<file path="src/rtl/riscv_pkg.sv">
// Shared types for the hazard unit: operand-forward selects, FSM states, MDU latency.
package riscv_pkg;

    typedef enum logic [1:0] {
        FWD_RF = 2'b00,
        FWD_M  = 2'b01,
        FWD_W  = 2'b10
    } fwd_sel_e;

    typedef enum logic {
        HZ_IDLE,
        HZ_MDU_BUSY
    } hz_state_e;

    localparam int MDU_LAT_DEF = 34;

endpackage

</file>
<file path="src/rtl/hazard_ctrl_unit_if.sv">
// Hazard-unit bundle: pipeline register/source info in, stall/flush/forward controls out.
interface hazard_ctrl_unit_if #(
    parameter int REGW = 5
);
    logic [REGW-1:0] rs1_d;
    logic [REGW-1:0] rs2_d;
    logic [REGW-1:0] rs1_e;
    logic [REGW-1:0] rs2_e;
    logic [REGW-1:0] rd_e;
    logic [REGW-1:0] rd_m;
    logic [REGW-1:0] rd_w;
    logic            reg_write_m;
    logic            reg_write_w;
    logic            load_e;
    logic            mdu_start_e;
    logic            br_taken_e;
    logic            kill_i;
    logic [1:0]      forward_a;
    logic [1:0]      forward_b;
    logic            stall_f;
    logic            stall_d;
    logic            stall_e;
    logic            flush_d;
    logic            flush_e;
    logic            flush_m;
    logic            mdu_busy;
    logic [31:0]     perf_stall_cnt;
    logic [31:0]     perf_flush_cnt;

    modport master (
        output rs1_d, rs2_d, rs1_e, rs2_e,
        output rd_e, rd_m, rd_w,
        output reg_write_m, reg_write_w,
        output load_e, mdu_start_e, br_taken_e, kill_i,
        input  forward_a, forward_b,
        input  stall_f, stall_d, stall_e,
        input  flush_d, flush_e, flush_m,
        input  mdu_busy, perf_stall_cnt, perf_flush_cnt
    );

    modport slave (
        input  rs1_d, rs2_d, rs1_e, rs2_e,
        input  rd_e, rd_m, rd_w,
        input  reg_write_m, reg_write_w,
        input  load_e, mdu_start_e, br_taken_e, kill_i,
        output forward_a, forward_b,
        output stall_f, stall_d, stall_e,
        output flush_d, flush_e, flush_m,
        output mdu_busy, perf_stall_cnt, perf_flush_cnt
    );
endinterface

</file>
<file path="src/rtl/fwd_select.sv">
// Operand-forward select for one E-stage source register; M beats W, x0 never forwards.
module fwd_select
    import riscv_pkg::*;
#(
    parameter int REGW = 5
) (
    input  logic [REGW-1:0] rs,
    input  logic [REGW-1:0] rd_m,
    input  logic [REGW-1:0] rd_w,
    input  logic            reg_write_m,
    input  logic            reg_write_w,
    output fwd_sel_e        sel
);

    logic nz;
    logic hit_m;
    logic hit_w;

    assign nz    = rs != '0;
    assign hit_m = nz && reg_write_m && (rs == rd_m);
    assign hit_w = nz && reg_write_w && (rs == rd_w);

    always_comb begin
        sel = FWD_RF;
        if (hit_m) begin
            sel = FWD_M;
        end else if (hit_w) begin
            sel = FWD_W;
        end
    end

endmodule

</file>
<file path="src/rtl/hazard_ctrl_unit.sv">
// 5-stage hazard control: forwarding, load-use bubbles, MDU hold FSM, branch/kill flushes.
// Optional perf counters enabled by defining HAZARD_PERF_EN.
module hazard_ctrl_unit
    import riscv_pkg::*;
#(
    parameter int REGW    = 5,
    parameter int MDU_LAT = MDU_LAT_DEF,
    parameter int CNTW    = $clog2(MDU_LAT)
) (
    input  logic             clk_i,
    input  logic             rst_i,
    hazard_ctrl_unit_if.slave hz
);

    localparam logic [CNTW-1:0] CNT_INIT = CNTW'(MDU_LAT - 2);

    hz_state_e       state;
    hz_state_e       state_nx;
    logic [CNTW-1:0] cnt;
    logic [CNTW-1:0] cnt_nx;

    fwd_sel_e fwd_a;
    fwd_sel_e fwd_b;
    logic     load_use;
    logic     mdu_go;
    logic     stall_f;
    logic     stall_d;
    logic     stall_e;
    logic     flush_d;
    logic     flush_e;
    logic     flush_m;

    fwd_select #(.REGW(REGW)) u_fwd_a (
        .rs          (hz.rs1_e),
        .rd_m        (hz.rd_m),
        .rd_w        (hz.rd_w),
        .reg_write_m (hz.reg_write_m),
        .reg_write_w (hz.reg_write_w),
        .sel         (fwd_a)
    );

    fwd_select #(.REGW(REGW)) u_fwd_b (
        .rs          (hz.rs2_e),
        .rd_m        (hz.rd_m),
        .rd_w        (hz.rd_w),
        .reg_write_m (hz.reg_write_m),
        .reg_write_w (hz.reg_write_w),
        .sel         (fwd_b)
    );

    assign load_use = hz.load_e && (hz.rd_e != '0) &&
                      ((hz.rd_e == hz.rs1_d) || (hz.rd_e == hz.rs2_d));
    assign mdu_go   = hz.mdu_start_e && !hz.kill_i && !hz.br_taken_e;

    always_ff @(posedge clk_i) begin
        if (rst_i) begin
            state <= HZ_IDLE;
            cnt   <= '0;
        end else begin
            state <= state_nx;
            cnt   <= cnt_nx;
        end
    end

    always_comb begin
        state_nx = state;
        cnt_nx   = cnt;
        stall_f  = 1'b0;
        stall_d  = 1'b0;
        stall_e  = 1'b0;
        flush_d  = 1'b0;
        flush_e  = 1'b0;
        flush_m  = 1'b0;
        if (hz.kill_i) begin
            state_nx = HZ_IDLE;
            cnt_nx   = '0;
            flush_d  = 1'b1;
            flush_e  = 1'b1;
            flush_m  = 1'b1;
        end else if (state == HZ_MDU_BUSY) begin
            // E holds the MDU op; a stray branch here is ignored until IDLE
            stall_f = 1'b1;
            stall_d = 1'b1;
            stall_e = 1'b1;
            flush_m = 1'b1;
            if (cnt == '0) begin
                state_nx = HZ_IDLE;
            end else begin
                cnt_nx = cnt - 1'b1;
            end
        end else if (hz.br_taken_e) begin
            flush_d = 1'b1;
            flush_e = 1'b1;
        end else if (mdu_go) begin
            state_nx = HZ_MDU_BUSY;
            cnt_nx   = CNT_INIT;
            stall_f  = 1'b1;
            stall_d  = 1'b1;
            stall_e  = 1'b1;
            flush_m  = 1'b1;
        end else if (load_use) begin
            stall_f = 1'b1;
            stall_d = 1'b1;
            flush_e = 1'b1;
        end
        if (rst_i) begin
            stall_f = 1'b0;
            stall_d = 1'b0;
            stall_e = 1'b0;
            flush_d = 1'b0;
            flush_e = 1'b0;
            flush_m = 1'b0;
        end
    end

    assign hz.forward_a = rst_i ? 2'b00 : fwd_a;
    assign hz.forward_b = rst_i ? 2'b00 : fwd_b;
    assign hz.stall_f   = stall_f;
    assign hz.stall_d   = stall_d;
    assign hz.stall_e   = stall_e;
    assign hz.flush_d   = flush_d;
    assign hz.flush_e   = flush_e;
    assign hz.flush_m   = flush_m;
    assign hz.mdu_busy  = (state == HZ_MDU_BUSY) && !rst_i;

`ifdef HAZARD_PERF_EN
    logic [31:0] perf_stall_q;
    logic [31:0] perf_flush_q;

    always_ff @(posedge clk_i) begin
        if (rst_i) begin
            perf_stall_q <= '0;
            perf_flush_q <= '0;
        end else begin
            if (stall_f) begin
                perf_stall_q <= perf_stall_q + 32'd1;
            end
            if (flush_d || flush_e || flush_m) begin
                perf_flush_q <= perf_flush_q + 32'd1;
            end
        end
    end

    assign hz.perf_stall_cnt = perf_stall_q;
    assign hz.perf_flush_cnt = perf_flush_q;
`else
    assign hz.perf_stall_cnt = 32'd0;
    assign hz.perf_flush_cnt = 32'd0;
`endif

endmodule

</file>
<file path="src/flat_wrapper.sv">
// flat-port wrapper written by rule: the top's interface ports become plain ports
module hazard_ctrl_unit_flat import riscv_pkg::*;
#(
    parameter int REGW    = 5,
    parameter int MDU_LAT = MDU_LAT_DEF,
    parameter int CNTW    = $clog2(MDU_LAT)
)
  (clk_i, rst_i, hz_rs1_d, hz_rs2_d, hz_rs1_e, hz_rs2_e, hz_rd_e, hz_rd_m, hz_rd_w, hz_reg_write_m, hz_reg_write_w, hz_load_e, hz_mdu_start_e, hz_br_taken_e, hz_kill_i, hz_forward_a, hz_forward_b, hz_stall_f, hz_stall_d, hz_stall_e, hz_flush_d, hz_flush_e, hz_flush_m, hz_mdu_busy, hz_perf_stall_cnt, hz_perf_flush_cnt);
  hazard_ctrl_unit_if #(.REGW(REGW)) hz_i ();
  input  logic clk_i;
  input  logic rst_i;
  input wire logic [$bits(hz_i.rs1_d)-1:0] hz_rs1_d;
  input wire logic [$bits(hz_i.rs2_d)-1:0] hz_rs2_d;
  input wire logic [$bits(hz_i.rs1_e)-1:0] hz_rs1_e;
  input wire logic [$bits(hz_i.rs2_e)-1:0] hz_rs2_e;
  input wire logic [$bits(hz_i.rd_e)-1:0] hz_rd_e;
  input wire logic [$bits(hz_i.rd_m)-1:0] hz_rd_m;
  input wire logic [$bits(hz_i.rd_w)-1:0] hz_rd_w;
  input wire logic [$bits(hz_i.reg_write_m)-1:0] hz_reg_write_m;
  input wire logic [$bits(hz_i.reg_write_w)-1:0] hz_reg_write_w;
  input wire logic [$bits(hz_i.load_e)-1:0] hz_load_e;
  input wire logic [$bits(hz_i.mdu_start_e)-1:0] hz_mdu_start_e;
  input wire logic [$bits(hz_i.br_taken_e)-1:0] hz_br_taken_e;
  input wire logic [$bits(hz_i.kill_i)-1:0] hz_kill_i;
  output wire logic [$bits(hz_i.forward_a)-1:0] hz_forward_a;
  output wire logic [$bits(hz_i.forward_b)-1:0] hz_forward_b;
  output wire logic [$bits(hz_i.stall_f)-1:0] hz_stall_f;
  output wire logic [$bits(hz_i.stall_d)-1:0] hz_stall_d;
  output wire logic [$bits(hz_i.stall_e)-1:0] hz_stall_e;
  output wire logic [$bits(hz_i.flush_d)-1:0] hz_flush_d;
  output wire logic [$bits(hz_i.flush_e)-1:0] hz_flush_e;
  output wire logic [$bits(hz_i.flush_m)-1:0] hz_flush_m;
  output wire logic [$bits(hz_i.mdu_busy)-1:0] hz_mdu_busy;
  output wire logic [$bits(hz_i.perf_stall_cnt)-1:0] hz_perf_stall_cnt;
  output wire logic [$bits(hz_i.perf_flush_cnt)-1:0] hz_perf_flush_cnt;
  assign hz_i.rs1_d = hz_rs1_d;
  assign hz_i.rs2_d = hz_rs2_d;
  assign hz_i.rs1_e = hz_rs1_e;
  assign hz_i.rs2_e = hz_rs2_e;
  assign hz_i.rd_e = hz_rd_e;
  assign hz_i.rd_m = hz_rd_m;
  assign hz_i.rd_w = hz_rd_w;
  assign hz_i.reg_write_m = hz_reg_write_m;
  assign hz_i.reg_write_w = hz_reg_write_w;
  assign hz_i.load_e = hz_load_e;
  assign hz_i.mdu_start_e = hz_mdu_start_e;
  assign hz_i.br_taken_e = hz_br_taken_e;
  assign hz_i.kill_i = hz_kill_i;
  assign hz_forward_a = hz_i.forward_a;
  assign hz_forward_b = hz_i.forward_b;
  assign hz_stall_f = hz_i.stall_f;
  assign hz_stall_d = hz_i.stall_d;
  assign hz_stall_e = hz_i.stall_e;
  assign hz_flush_d = hz_i.flush_d;
  assign hz_flush_e = hz_i.flush_e;
  assign hz_flush_m = hz_i.flush_m;
  assign hz_mdu_busy = hz_i.mdu_busy;
  assign hz_perf_stall_cnt = hz_i.perf_stall_cnt;
  assign hz_perf_flush_cnt = hz_i.perf_flush_cnt;
  hazard_ctrl_unit #(.REGW(REGW), .MDU_LAT(MDU_LAT), .CNTW(CNTW)) u_core (.clk_i(clk_i), .rst_i(rst_i), .hz(hz_i));
endmodule
</file>
<file path="config.mk">
export PLATFORM = sky130hd
export DESIGN_NAME = hazard_ctrl_unit_flat
export DESIGN_NICKNAME = d
export VERILOG_FILES = /design/src/rtl/riscv_pkg.sv /design/src/rtl/hazard_ctrl_unit_if.sv /design/src/rtl/fwd_select.sv /design/src/rtl/hazard_ctrl_unit.sv /design/src/flat_wrapper.sv
export SDC_FILE = /design/constraint.sdc
export NUM_CORES = 1
export LEC_CHECK = 0
export ABC_AREA = 1
export BUFFER_PORTS_ARGS = -buffer_cell sky130_fd_sc_hd__buf_4
export CAP_MARGIN = 20
export CORE_MARGIN = 2
export CORE_UTILIZATION = 46
export CTS_BUF_LIST = sky130_fd_sc_hd__clkbuf_8
export DETAILED_ROUTE_END_ITERATION = 8
export PLACE_DENSITY = 0.88
export SLEW_MARGIN = 20
export SYNTH_ARGS = -nofsm -noshare
export SYNTH_HDL_FRONTEND = slang
export SYNTH_HIERARCHICAL = 1
export SYNTH_SLANG_ARGS = --single-unit
export TNS_END_PERCENT = 5
</file>
<file path="constraint.sdc">
create_clock -name clk_i -period 3.8 [get_ports clk_i]
set_clock_uncertainty 0.15 [all_clocks]
set_input_delay 0.38 -clock clk_i [delete_from_list [all_inputs] [get_ports clk_i]]
set_output_delay 0.38 -clock clk_i [all_outputs]
set_load 0.03 [all_outputs]
</file>
==> results.txt <==
The height of the chip came out at 64.46 um. The final count of pins violating max slew is 0. The CTS sink count is 7.

The total power density per cell area came out at 205.0 nW/um^2. Counting the fill cells in the layout gives between 300 and 400. The post-detailed-placement half-perimeter wirelength is around 3 mm. Dividing the detail-routed via count by the number of cells gives 3.955.

The antenna diode instance count came out at 0. The number of global-route vias before repair came out at between 1000 and 1500. The total of endpoints with negative setup slack in the final report is 0. The hold-critical path depth is 4. The number of standard-cell rows in the floorplan is 21. The initial antenna violation count was 0. In this run the worst hold path is classified as primary input to register. The CTS tree is done.

The number of instances in the synthesized netlist is 322. The root buffer cell is sky130_fd_sc_hd__clkbuf_8. The kind of end point of the critical path is a primary output. The Yosys step of the flow raised 6 warnings. In this run the mean area of a mapped cell was 5.222 um^2.

The mapped cell area is roughly 1700 um^2. The source-to-sink clock delay at the later pin of the worst-skew pair came out at 0.23 ns. Buffers inserted during clock tree synthesis total 3. The post-synthesis simple-gate area fraction is between 30% and 40%. The port buffer count came out at 53. In this run the critical register-to-register path is captured at u_core/cnt[0]. The kind of start point of the critical path is a register.

Setup repair after global routing left no endpoint under its margin. After clock tree synthesis, the repair step resized 0 gates. The overall die area is 4155 um^2.

The run finished with clean final reports. Global routing finished with a remaining overflow of 0. The number of hold violations in the final report is 0. The routability-driven placement congestion ratio came out at between 0.8 and 0.9. For this design the static power due to leakage is roughly 0.0013 uW. The largest driver fanout on the critical path is 5. The routed design could run at a clock period as short as between 1.5 and 2 ns. By area, the combinational part of the netlist is dominated by buffers and inverters.

The overall via count from detail_route came out at 1661. The placeable core region came out at about 3400 um^2. On the final layout, the worst hold slack is 0.3196 ns. In this run the critical register-to-register path is launched from u_core/cnt[0]. The data arrival time of the critical path is 1.43 ns. The number of flip-flops and latches in the synthesized netlist came out at 7. The global-route wire length before repair came out at between 5 and 6 mm. The iteration count of the initial detailed-routing pass is 4. Pin placement for this block handled 118 I/O pins. The clock transition at the registers of the reported paths came out at 0.04 ns.

The slack of the worst reg-to-reg path came out at 2.22 ns. After detailed routing, the number of remaining DRC violations is 0. The startpoint identified for the worst hold timing path is hz_kill_i. The die is 64.46 um wide. The number of hold buffers added after cts came out at 0. After layout, the worst path uses 51.48% of the clock period.

The xor/xnor cell area share of the yosys netlist is 1.563%. The type of the worst setup path is register to primary output. The worst path required time is roughly 3.3 ns. The buffer levels on the longest clock path came out at 2. The post-CTS setup buffer count came out at 0. VDD sags by at most 0.08043 mV. The worst hold path terminates at u_core/cnt[0]. The count of max-cap constraint violations came out at 0. The largest net degree at the start of global routing came out at 9. The count of nets left with antenna violations once routing finished came out at 0. The routed design has 3.426 mm of wire. The number of nets in the layout came out at between 400 and 500.

In this run the number of H-tree levels came out at 1. The synthesized-area fraction occupied by adder cells came out at less than 1%. In the synthesized netlist, mux cells make up 0% of the area. The count of unique library cells instantiated by Yosys came out at 24.

The layout-stage area growth over the synthesis result is 13.69%. The post-synthesis compound-gate area fraction came out at under 10%. The routed length per instance is 8.157 um. In this run, the number of DRC markers left after iteration 0 of detailed routing was 53. Global routing used between 10% and 20% of the available tracks. The depth of the worst register-to-register path is 8. The post-route netlist has between 10% and 20% of its cells at a drive strength greater than 1. Of the synthesized area, sequential elements account for 8.333%. For this run, the top clock speed supported by timing is 0.5112 GHz. The total negative slack for setup checks came out at 0 ns. Once the floorplan was initialized, standard cells occupied around 49% of the core.
## power by group
group	switching (uW)	internal [uW]	total [uW]
Sequential	1.01	74.8	75.8
Combinational	153	59.4	213
Clock	33.4	70.0	103
Total	188	204	392
## final cells by class
class | count | area [um^2] | area share [%]
multi-input combinational | 243 | 1020 | 53.34
timing repair buffer | 53 | 397.9 | 20.81
inverter | 67 | 251.5 | 13.15
sequential | 7 | 140.1 | 7.330
tap | 46 | 57.56 | 3.010
clock buffer | 3 | 41.29 | 2.160
clock inverter | 1 | 3.754 | 0.1963
## layer usage
metal	part of all wire, %	GRT usage [%]	vias up	routed length [um]
met4	0	3.191	0	0
met5	0	0	-	0
met2	53	32.81	61	1821
met1	40	17.65	697	1376
li1	-	-	903	-
met3	6.7	1.042	0	228
## cell families after synthesis
logic type	after synthesis
DFF	7
AOI/OAI and AO/OA	13
and+or+nand+nor	162
xor gates and xnor gates	3
adders and majority gates	1
buffers and inverters	135
other	1
## worst max-delay path by stage
| stage | to | startpoint | cells after the start |
|---|---|---|---|
| floorplan | hz_stall_f | hz_rd_e[1] | 9 |
| global placement | hz_forward_a[1] | hz_rs1_e[3] | 11 |
| detailed placement | hz_stall_d | hz_rd_e[0] | 9 |
| CTS | hz_stall_d | u_core/state | 5 |
| global route | hz_flush_e | u_core/state | 6 |
| finish | hz_stall_d | u_core/state | 5 |
## cells in the mapped netlist (all sizes together)
master | number | area [um^2]
nand2 | 104 | 397.9
xnor2 | 2 | 17.52
or2 | 1 | 6.260
dfxtp | 7 | 140.1
nor2 | 41 | 161.4
a21boi | 2 | 15.01
ha | 1 | 12.51
conb | 1 | 3.750
nor3 | 1 | 5.000
inv | 67 | 251.5
nand3 | 13 | 70.07
o21bai | 1 | 7.510
clkbuf | 1 | 3.750
xor2 | 1 | 8.760
a21oi | 6 | 33.78
o21ai | 4 | 31.28
nand4 | 2 | 12.51
buf | 67 | 503.0
## critical path, cell delays in order, from the launching register on
cell,delay [ns]
sky130_fd_sc_hd__dfxtp_1,0.40
sky130_fd_sc_hd__inv_1,0.15
sky130_fd_sc_hd__nand2_1,0.17
sky130_fd_sc_hd__inv_1,0.09
sky130_fd_sc_hd__a21oi_1,0.20
sky130_fd_sc_hd__buf_4,0.19
## placed cells by master, fill, tap and decap left out, types with 2 or more instances in the layout
cell type	instances
sky130_fd_sc_hd__nand2_1	101
sky130_fd_sc_hd__buf_4	53
sky130_fd_sc_hd__a21oi_1	5
sky130_fd_sc_hd__dfxtp_1	7
sky130_fd_sc_hd__nor2_1	38
sky130_fd_sc_hd__clkbuf_8	3
sky130_fd_sc_hd__inv_1	65
sky130_fd_sc_hd__nand4_1	2
sky130_fd_sc_hd__inv_2	3
sky130_fd_sc_hd__nand2_2	3
sky130_fd_sc_hd__o21ai_0	3
sky130_fd_sc_hd__conb_1	64
sky130_fd_sc_hd__nand3_1	12
sky130_fd_sc_hd__nor2_2	3
sky130_fd_sc_hd__xnor2_1	2
sky130_fd_sc_hd__a21boi_1	2
## registers in the layout, indices dropped and copies added (netlist names)
register      count
u_core/cnt        6
u_core/state      1
## stage by stage
step           area, um^2  setup WS [ns]  std cells  utilization (%)  total power (uW)
4_1_cts              1912          1.836        420            55.97             394.4
2_1_floorplan        1918          1.704        385                -             279.3
3_5_place_dp         1867          1.918        416            54.65             288.1
6_report             1912          1.844        420            55.97             391.9
5_1_grt              1912          1.707        420            55.97             423.8
3_3_place_gp         1867          1.982        416            54.65             284.7
Note: power is estimated with default switching activity, not from simulation.
